==> config.mk <==
export PLATFORM = sky130hd
export DESIGN_NAME = mega_core
export DESIGN_NICKNAME = d
export VERILOG_FILES = /design/src/rtl/mega_core_pkg.sv /design/src/rtl/mega_core_alu.sv /design/src/rtl/mega_core.sv
export SDC_FILE = /design/constraint.sdc
export NUM_CORES = 1
export LEC_CHECK = 0
export CAP_MARGIN = 20
export CORE_ASPECT_RATIO = 0.7
export CORE_MARGIN = 2
export CORE_UTILIZATION = 63
export CTS_CLUSTER_SIZE = 24
export DETAILED_ROUTE_END_ITERATION = 12
export PLACE_DENSITY = 0.89
export SYNTH_ARGS = -nofsm -noshare
export SYNTH_HDL_FRONTEND = slang
export SYNTH_SLANG_ARGS = --single-unit
==> constraint.sdc <==
create_clock -name clk -period 19.3 [get_ports clk]
set_clock_uncertainty 0.2 [all_clocks]
set_input_delay 2.895 -clock clk [delete_from_list [all_inputs] [get_ports clk]]
set_output_delay 2.895 -clock clk [all_outputs]
set_load 0.01 [all_outputs]
==> src/rtl/mega_core_pkg.sv <==
// mega_core_pkg: shared opcode masks/matches, SREG bit indices and ALU op codes.
// Optional feature macro: MEGA_CORE_SREG_IO_EN (maps SREG at I/O address IO_SREG).
package mega_core_pkg;

  localparam int unsigned SREG_W = 5;
  localparam int unsigned SREG_C = 0;
  localparam int unsigned SREG_Z = 1;
  localparam int unsigned SREG_N = 2;
  localparam int unsigned SREG_V = 3;
  localparam int unsigned SREG_S = 4;

  localparam logic [5:0] IO_SREG = 6'h3F;

  // Register-register group: 6-bit opcode in [15:10]
  localparam logic [15:0] MASK_RR  = 16'hFC00;
  localparam logic [15:0] OP_SBC   = 16'h0800;
  localparam logic [15:0] OP_ADD   = 16'h0C00;
  localparam logic [15:0] OP_CP    = 16'h1400;
  localparam logic [15:0] OP_SUB   = 16'h1800;
  localparam logic [15:0] OP_ADC   = 16'h1C00;
  localparam logic [15:0] OP_AND   = 16'h2000;
  localparam logic [15:0] OP_EOR   = 16'h2400;
  localparam logic [15:0] OP_OR    = 16'h2800;
  localparam logic [15:0] OP_MOV   = 16'h2C00;

  // Immediate group on R16..R31: 4-bit opcode in [15:12]
  localparam logic [15:0] MASK_IMM = 16'hF000;
  localparam logic [15:0] OP_CPI   = 16'h3000;
  localparam logic [15:0] OP_SUBI  = 16'h5000;
  localparam logic [15:0] OP_ORI   = 16'h6000;
  localparam logic [15:0] OP_ANDI  = 16'h7000;
  localparam logic [15:0] OP_LDI   = 16'hE000;

  // Single-register and X-pointer group
  localparam logic [15:0] MASK_ONE = 16'hFE0F;
  localparam logic [15:0] OP_LDX   = 16'h900C;
  localparam logic [15:0] OP_STX   = 16'h920C;
  localparam logic [15:0] OP_COM   = 16'h9400;
  localparam logic [15:0] OP_INC   = 16'h9403;
  localparam logic [15:0] OP_DEC   = 16'h940A;

  // I/O and flow control
  localparam logic [15:0] MASK_IO  = 16'hF800;
  localparam logic [15:0] OP_IN    = 16'hB000;
  localparam logic [15:0] OP_OUT   = 16'hB800;
  localparam logic [15:0] MASK_JMP = 16'hF000;
  localparam logic [15:0] OP_RJMP  = 16'hC000;
  localparam logic [15:0] MASK_BR  = 16'hFC00;
  localparam logic [15:0] OP_BRBS  = 16'hF000;
  localparam logic [15:0] OP_BRBC  = 16'hF400;

  typedef enum logic [3:0] {
    ALU_ADD, ALU_ADC, ALU_SUB, ALU_SBC, ALU_AND,
    ALU_OR,  ALU_EOR, ALU_COM, ALU_INC, ALU_DEC
  } alu_op_e;

  function automatic logic op_match(input logic [15:0] ir, input logic [15:0] mask,
                                    input logic [15:0] match);
    return (ir & mask) == match;
  endfunction

endpackage

==> src/rtl/mega_core_alu.sv <==
// mega_core_alu: combinational 8-bit ALU returning result and updated C/Z/N/V/S.
module mega_core_alu
  import mega_core_pkg::*;
(
  input  logic [7:0]        a_i,
  input  logic [7:0]        b_i,
  input  logic              c_i,
  input  logic              z_i,
  input  alu_op_e           op_i,
  output logic [7:0]        res_o,
  output logic [SREG_W-1:0] flags_o
);

  logic [8:0] sum;
  logic       c;
  logic       v;

  // Result with 9th carry/borrow bit; C held and V cleared unless the op defines them
  always_comb begin
    sum = 9'd0;
    c   = c_i;
    v   = 1'b0;
    case (op_i)
      ALU_ADD, ALU_ADC: begin
        sum = {1'b0, a_i} + {1'b0, b_i} + 9'((op_i == ALU_ADC) & c_i);
        c   = sum[8];
        v   = (a_i[7] == b_i[7]) && (sum[7] != a_i[7]);
      end
      ALU_SUB, ALU_SBC: begin
        sum = {1'b0, a_i} - {1'b0, b_i} - 9'((op_i == ALU_SBC) & c_i);
        c   = sum[8];
        v   = (a_i[7] != b_i[7]) && (sum[7] != a_i[7]);
      end
      ALU_AND: sum = {1'b0, a_i & b_i};
      ALU_OR:  sum = {1'b0, a_i | b_i};
      ALU_EOR: sum = {1'b0, a_i ^ b_i};
      ALU_COM: begin
        sum = {1'b0, ~a_i};
        c   = 1'b1;
      end
      ALU_INC: begin
        sum = {1'b0, a_i + 8'd1};
        v   = (sum[7:0] == 8'h80);
      end
      ALU_DEC: begin
        sum = {1'b0, a_i - 8'd1};
        v   = (sum[7:0] == 8'h7F);
      end
      default: sum = 9'd0;
    endcase
  end

  // Flag vector; SBC can only clear Z, never set it
  always_comb begin
    flags_o         = '0;
    flags_o[SREG_C] = c;
    flags_o[SREG_Z] = (sum[7:0] == 8'h00) && ((op_i != ALU_SBC) || z_i);
    flags_o[SREG_N] = sum[7];
    flags_o[SREG_V] = v;
    flags_o[SREG_S] = sum[7] ^ v;
  end

  assign res_o = sum[7:0];

endmodule

==> src/rtl/mega_core.sv <==
// mega_core: single-cycle reduced AVR core; decode is combinational from pgm_data.
// Optional feature macro: MEGA_CORE_SREG_IO_EN (SREG visible at I/O address 0x3F).
module mega_core
  import mega_core_pkg::*;
#(
  parameter int unsigned bus_addr_pgm_width  = 11,
  parameter int unsigned bus_addr_data_width = 8
) (
  input  logic                           clk,
  input  logic                           rst,
  output logic [bus_addr_pgm_width-1:0]  pgm_addr,
  input  logic [15:0]                    pgm_data,
  output logic                           data_re,
  output logic                           data_we,
  output logic [bus_addr_data_width-1:0] data_addr,
  input  logic [7:0]                     data_in,
  output logic [7:0]                     data_out,
  output logic                           io_re,
  output logic                           io_we,
  output logic [5:0]                     io_addr,
  output logic [7:0]                     io_out,
  input  logic [7:0]                     io_in
);

  localparam int unsigned PW = bus_addr_pgm_width;
  localparam int unsigned DW = bus_addr_data_width;

  logic [PW-1:0]     pc_q, pc_d;
  logic [7:0]        rf_q [32];
  logic [SREG_W-1:0] sreg_q, sreg_d;
  logic              sreg_we;
  logic              rf_we;
  logic [4:0]        rf_wa;
  logic [7:0]        rf_wd;

  alu_op_e           alu_op;
  logic [7:0]        alu_a, alu_b, alu_res;
  logic [SREG_W-1:0] alu_flags;

  logic [15:0]       ir;
  logic [4:0]        d_idx, r_idx, dh_idx;
  logic [7:0]        k8;
  logic [5:0]        io_a;
  logic [7:0]        sreg8;
  logic              br_bit;

  assign pgm_addr = pc_q;
  assign ir       = pgm_data;
  assign d_idx    = ir[8:4];
  assign r_idx    = {ir[9], ir[3:0]};
  assign dh_idx   = {1'b1, ir[7:4]};
  assign k8       = {ir[11:8], ir[3:0]};
  assign io_a     = {ir[10:9], ir[3:0]};
  assign sreg8    = {3'b000, sreg_q};
  assign br_bit   = sreg8[ir[2:0]];

  mega_core_alu u_alu (
    .a_i     (alu_a),
    .b_i     (alu_b),
    .c_i     (sreg_q[SREG_C]),
    .z_i     (sreg_q[SREG_Z]),
    .op_i    (alu_op),
    .res_o   (alu_res),
    .flags_o (alu_flags)
  );

  // Instruction decode: next PC, writeback controls and bus strobes
  always_comb begin
    pc_d      = pc_q + PW'(1);
    alu_op    = ALU_ADD;
    alu_a     = rf_q[d_idx];
    alu_b     = rf_q[r_idx];
    rf_we     = 1'b0;
    rf_wa     = d_idx;
    rf_wd     = alu_res;
    sreg_we   = 1'b0;
    sreg_d    = alu_flags;
    data_re   = 1'b0;
    data_we   = 1'b0;
    data_addr = '0;
    data_out  = 8'h00;
    io_re     = 1'b0;
    io_we     = 1'b0;
    io_addr   = 6'h00;
    io_out    = 8'h00;

    if (op_match(ir, MASK_RR, OP_ADD)) begin
      alu_op = ALU_ADD; sreg_we = 1'b1; rf_we = 1'b1;
    end else if (op_match(ir, MASK_RR, OP_ADC)) begin
      alu_op = ALU_ADC; sreg_we = 1'b1; rf_we = 1'b1;
    end else if (op_match(ir, MASK_RR, OP_SUB)) begin
      alu_op = ALU_SUB; sreg_we = 1'b1; rf_we = 1'b1;
    end else if (op_match(ir, MASK_RR, OP_SBC)) begin
      alu_op = ALU_SBC; sreg_we = 1'b1; rf_we = 1'b1;
    end else if (op_match(ir, MASK_RR, OP_CP)) begin
      alu_op = ALU_SUB; sreg_we = 1'b1;
    end else if (op_match(ir, MASK_RR, OP_AND)) begin
      alu_op = ALU_AND; sreg_we = 1'b1; rf_we = 1'b1;
    end else if (op_match(ir, MASK_RR, OP_OR)) begin
      alu_op = ALU_OR; sreg_we = 1'b1; rf_we = 1'b1;
    end else if (op_match(ir, MASK_RR, OP_EOR)) begin
      alu_op = ALU_EOR; sreg_we = 1'b1; rf_we = 1'b1;
    end else if (op_match(ir, MASK_RR, OP_MOV)) begin
      rf_we = 1'b1; rf_wd = rf_q[r_idx];
    end else if (op_match(ir, MASK_IMM, OP_LDI)) begin
      rf_we = 1'b1; rf_wa = dh_idx; rf_wd = k8;
    end else if (op_match(ir, MASK_IMM, OP_SUBI) || op_match(ir, MASK_IMM, OP_CPI)) begin
      alu_op = ALU_SUB; alu_a = rf_q[dh_idx]; alu_b = k8; sreg_we = 1'b1;
      rf_wa  = dh_idx;  rf_we = op_match(ir, MASK_IMM, OP_SUBI);
    end else if (op_match(ir, MASK_IMM, OP_ANDI)) begin
      alu_op = ALU_AND; alu_a = rf_q[dh_idx]; alu_b = k8; sreg_we = 1'b1;
      rf_wa  = dh_idx;  rf_we = 1'b1;
    end else if (op_match(ir, MASK_IMM, OP_ORI)) begin
      alu_op = ALU_OR; alu_a = rf_q[dh_idx]; alu_b = k8; sreg_we = 1'b1;
      rf_wa  = dh_idx; rf_we = 1'b1;
    end else if (op_match(ir, MASK_ONE, OP_COM)) begin
      alu_op = ALU_COM; sreg_we = 1'b1; rf_we = 1'b1;
    end else if (op_match(ir, MASK_ONE, OP_INC)) begin
      alu_op = ALU_INC; sreg_we = 1'b1; rf_we = 1'b1;
    end else if (op_match(ir, MASK_ONE, OP_DEC)) begin
      alu_op = ALU_DEC; sreg_we = 1'b1; rf_we = 1'b1;
    end else if (op_match(ir, MASK_ONE, OP_LDX)) begin
      data_re = 1'b1; data_addr = DW'({rf_q[27], rf_q[26]});
      rf_we   = 1'b1; rf_wd = data_in;
    end else if (op_match(ir, MASK_ONE, OP_STX)) begin
      data_we = 1'b1; data_addr = DW'({rf_q[27], rf_q[26]});
      data_out = rf_q[d_idx];
    end else if (op_match(ir, MASK_IO, OP_IN)) begin
`ifdef MEGA_CORE_SREG_IO_EN
      if (io_a == IO_SREG) begin
        rf_we = 1'b1; rf_wd = sreg8;
      end else
`endif
      begin
        io_re = 1'b1; io_addr = io_a; rf_we = 1'b1; rf_wd = io_in;
      end
    end else if (op_match(ir, MASK_IO, OP_OUT)) begin
`ifdef MEGA_CORE_SREG_IO_EN
      if (io_a == IO_SREG) begin
        sreg_we = 1'b1; sreg_d = rf_q[d_idx][SREG_W-1:0];
      end else
`endif
      begin
        io_we = 1'b1; io_addr = io_a; io_out = rf_q[d_idx];
      end
    end else if (op_match(ir, MASK_JMP, OP_RJMP)) begin
      pc_d = pc_q + PW'(1) + PW'($signed(ir[11:0]));
    end else if (op_match(ir, MASK_BR, OP_BRBS)) begin
      if (br_bit) pc_d = pc_q + PW'(1) + PW'($signed(ir[9:3]));
    end else if (op_match(ir, MASK_BR, OP_BRBC)) begin
      if (!br_bit) pc_d = pc_q + PW'(1) + PW'($signed(ir[9:3]));
    end

    // Reset silences the bus even though decode is combinational
    if (rst) begin
      rf_we     = 1'b0;
      sreg_we   = 1'b0;
      data_re   = 1'b0;
      data_we   = 1'b0;
      data_addr = '0;
      data_out  = 8'h00;
      io_re     = 1'b0;
      io_we     = 1'b0;
      io_addr   = 6'h00;
      io_out    = 8'h00;
    end
  end

  // Architectural state: PC, SREG and register file
  always_ff @(posedge clk or posedge rst) begin
    if (rst) begin
      pc_q   <= '0;
      sreg_q <= '0;
      for (int i = 0; i < 32; i++) rf_q[i] <= 8'h00;
    end else begin
      pc_q <= pc_d;
      if (sreg_we) sreg_q <= sreg_d;
      if (rf_we) rf_q[rf_wa] <= rf_wd;
    end
  end

endmodule

==> run_results.csv <==
group,metric,value,unit
synth,ys.flop_type,"dfrtp_1",
cells_and_area,layout_commonest_cell,"dfrtp_1",
run,cap_violations,0,
drt,vias,15770,
clocking,postCtsSetupRepairBufs,0,
synth,synthCells,1732,
synth,synth_seq_area_share,0.362,
sta,hold_violations,0,
sta,rsz0062_at_grt,"no",
clocking,clock_latency,0.59,ns
place,dp_slack,9.49,ns
critical_path,r2r_start,"rf_q[40]",
critical_path,critPathCaptureType,"primary output",
drt,first_pass_iters,6,
synth,syn-mean-instance-area,10.8,µm²
sta,min_period_over_period,0.491,
floorplan,coreArea,0.0291,mm²
drt,drtAntennaViolNets,0,
critical_path,required,16.20,ns
sta,worst_pin_slew,1.19,ns
sta,relSlewSlack,0.202,
cells_and_area,layout_common_cells,"272 x dfrtp_1, 189 x nand2_1, 184 x mux2_2, 158 x nor2_1, 124 x mux4_2",
floorplan,die_h,148,µm
synth,synthMuxAreaShare,0.298,
sta,drv_slew,0,
critical_path,critPathKind,"in2out",
global_routing,gr-usage-all-layers,0.388,
place,hpwl,41.4,mm
global_routing,overflow,0,
floorplan,initial_utilization,0.645,
critical_path,startpoint,"pgm_data[15]",
sta,fmax,0.106,GHz
clocking,postCtsHoldBufs,0,
critical_path,crit_fanout,14,
synth,synth_xor_area_frac,0.0177,
drt,wl_per_cell,27.6,µm
clocking,htreeDepth,1,
floorplan,die_area,0.0312,mm²
power,irDropWorstVdd,0.110,mV
synth,ys_ff_latch,272,
clocking,cts_tree,"done",
synth,synth-edff-count,0,
synth,synthSimpleGateAreaFrac,0.120,
synth,synth_top_family_by_area,"multiplexers",
outcome,status,"completed",
place,gp_congestion,1.05,
synth,syn_area,0.0188,mm²
clocking,postCtsResizedCells,0,
synth,ys_types,89,
critical_path,cp_data_arrival_time,6.38,ns
cells_and_area,drive_above_1_share,0.246,
floorplan,ios,79,
sta,timing.setup.tns,0,ns
synth,yosys_warnings,0,
drt,drc,0,
global_routing,grt_pass1_wl,91.8,mm
drt,drt_iter0_drc,2257,
synth,async_flop_share,1.00,
clocking,numClockSinks,272,
sta,setup_viol,0,
power,powerDensity,113,mW/mm²
global_routing,grt_pass1_vias,15483,
floorplan,dieWidth,210,µm
clocking,cts_buffers,28,
place,portBuffers,78,
worst_hold_path,hp-start,"rf_q[81]",
clocking,cts_max_path_buffers,3,
floorplan,rows,52,
clocking,cts.clk_slew.worst_paths,0.06,ns
synth,synth_nets,1824,
global_routing,grt_start_max_net_pins,134,
cells_and_area,fin_nets,1855,
worst_hold_path,hp-class,"reg2reg",
global_routing,antenna_found_initial,0,
cells_and_area,antenna_cells,0,
cells_and_area,final_util,0.713,
synth,synthAdderAreaFrac,0.0416,
clocking,cts_root_buf,"clkbuf_16",
drt,vias_per_cell,7.30,
critical_path,startpoint_type,"input pin",
sta,finalCriticalPeriod,9.47,ns
drt,wirelength,59.6,mm
power,p_total,2.34,mW
sta,worst_slack,9.83,ns
synth,synth_compound_area_frac,0.119,
cells_and_area,syn2layout_area_growth,10.5,%
power,p_leak,9.02,nW
-- critical path, cell delays in order --
cell	delay, ns
clkdlybuf4s50_1	0.74
nor4bb_1	0.65
nand3_1	0.41
nor2_1	0.21
buf_4	0.26
nand2_1	0.40
nor2_1	0.24
clkdlybuf4s50_1	0.56
-- metal layers --
| layer | share of wire | vias to the layer above | GRT usage |
|---|---|---|---|
| met1 | 0.38 | 7712 | 0.557 |
| li1 | - | 6525 | - |
| met4 | 0.042 | 0 | 0.136 |
| met5 | 0 | - | 0 |
| met2 | 0.42 | 1310 | 0.557 |
| met3 | 0.15 | 223 | 0.127 |
-- power breakdown --
group	switching (mW)	leakage (nW)	internal, mW
clock network	0.250	0.467	0.323
logic	0.533	4.93	0.429
registers	0.111	3.62	0.696
-- logic make-up after synthesis --
group | count (synthesis)
and+or+nand+nor | 499
buffers and inverters | 175
xor gates and xnor gates | 38
muxes | 351
AOI/OAI and AO/OA | 338
adders and majority gates | 59
DFF | 272
-- through the flow --
stage	cells	hold slack, ns	instance area [µm²]
after floorplan	1732	0.246	18800
after global placement	2101	0.277	19700
after detailed placement	2105	0.291	19700
after CTS	2155	0.305	20700
after global routing	2161	0.327	20800
final	2161	0.306	20800
-- flip-flops by register name (all words and copies together), names as in the netlist --
register,count
rf_q,256
pgm_addr,11
sreg_q,5
-- cell type report --
cell class                      count  area [µm²]
Inverter                           61         236
Clock inverter                     16         185
Timing Repair Buffer              115        1090
Multi-Input combinational cell   1285       11200
Clock buffer                       34         763
Sequential cell                   272        6810
Tap cell                          378         473
Fill cell                        1943        8380
-- Yosys cell counts (21+ instances only) --
cell | count | share of area
mux2_2 | 184 | 0.11
a31oi_1 | 37 | 0.012
mux2i_1 | 21 | 0.011
inv_1 | 59 | 0.012
xnor2_1 | 30 | 0.014
nand2_1 | 189 | 0.038
a21oi_1 | 62 | 0.017
dfrtp_1 | 272 | 0.36
nor2_1 | 158 | 0.032
o21ai_0 | 89 | 0.024
clkbuf_1 | 71 | 0.014
ha_1 | 52 | 0.035
nor3_1 | 29 | 0.0077
mux4_2 | 124 | 0.15
-- worst paths after layout --
check	slack [ns]	cells after the start	endpoint
max	9.83	8	data_out[0]
min	0.31	2	rf_q[81]
max reg2reg	13.20	18	rf_q[46]
min reg2reg	0.31	2	rf_q[81]
max in group asynchronous	13.51	4	rf_q[128]
min in group asynchronous	3.06	2	sreg_q[2]
No activity file was read; power rests on OpenSTA's default activity.
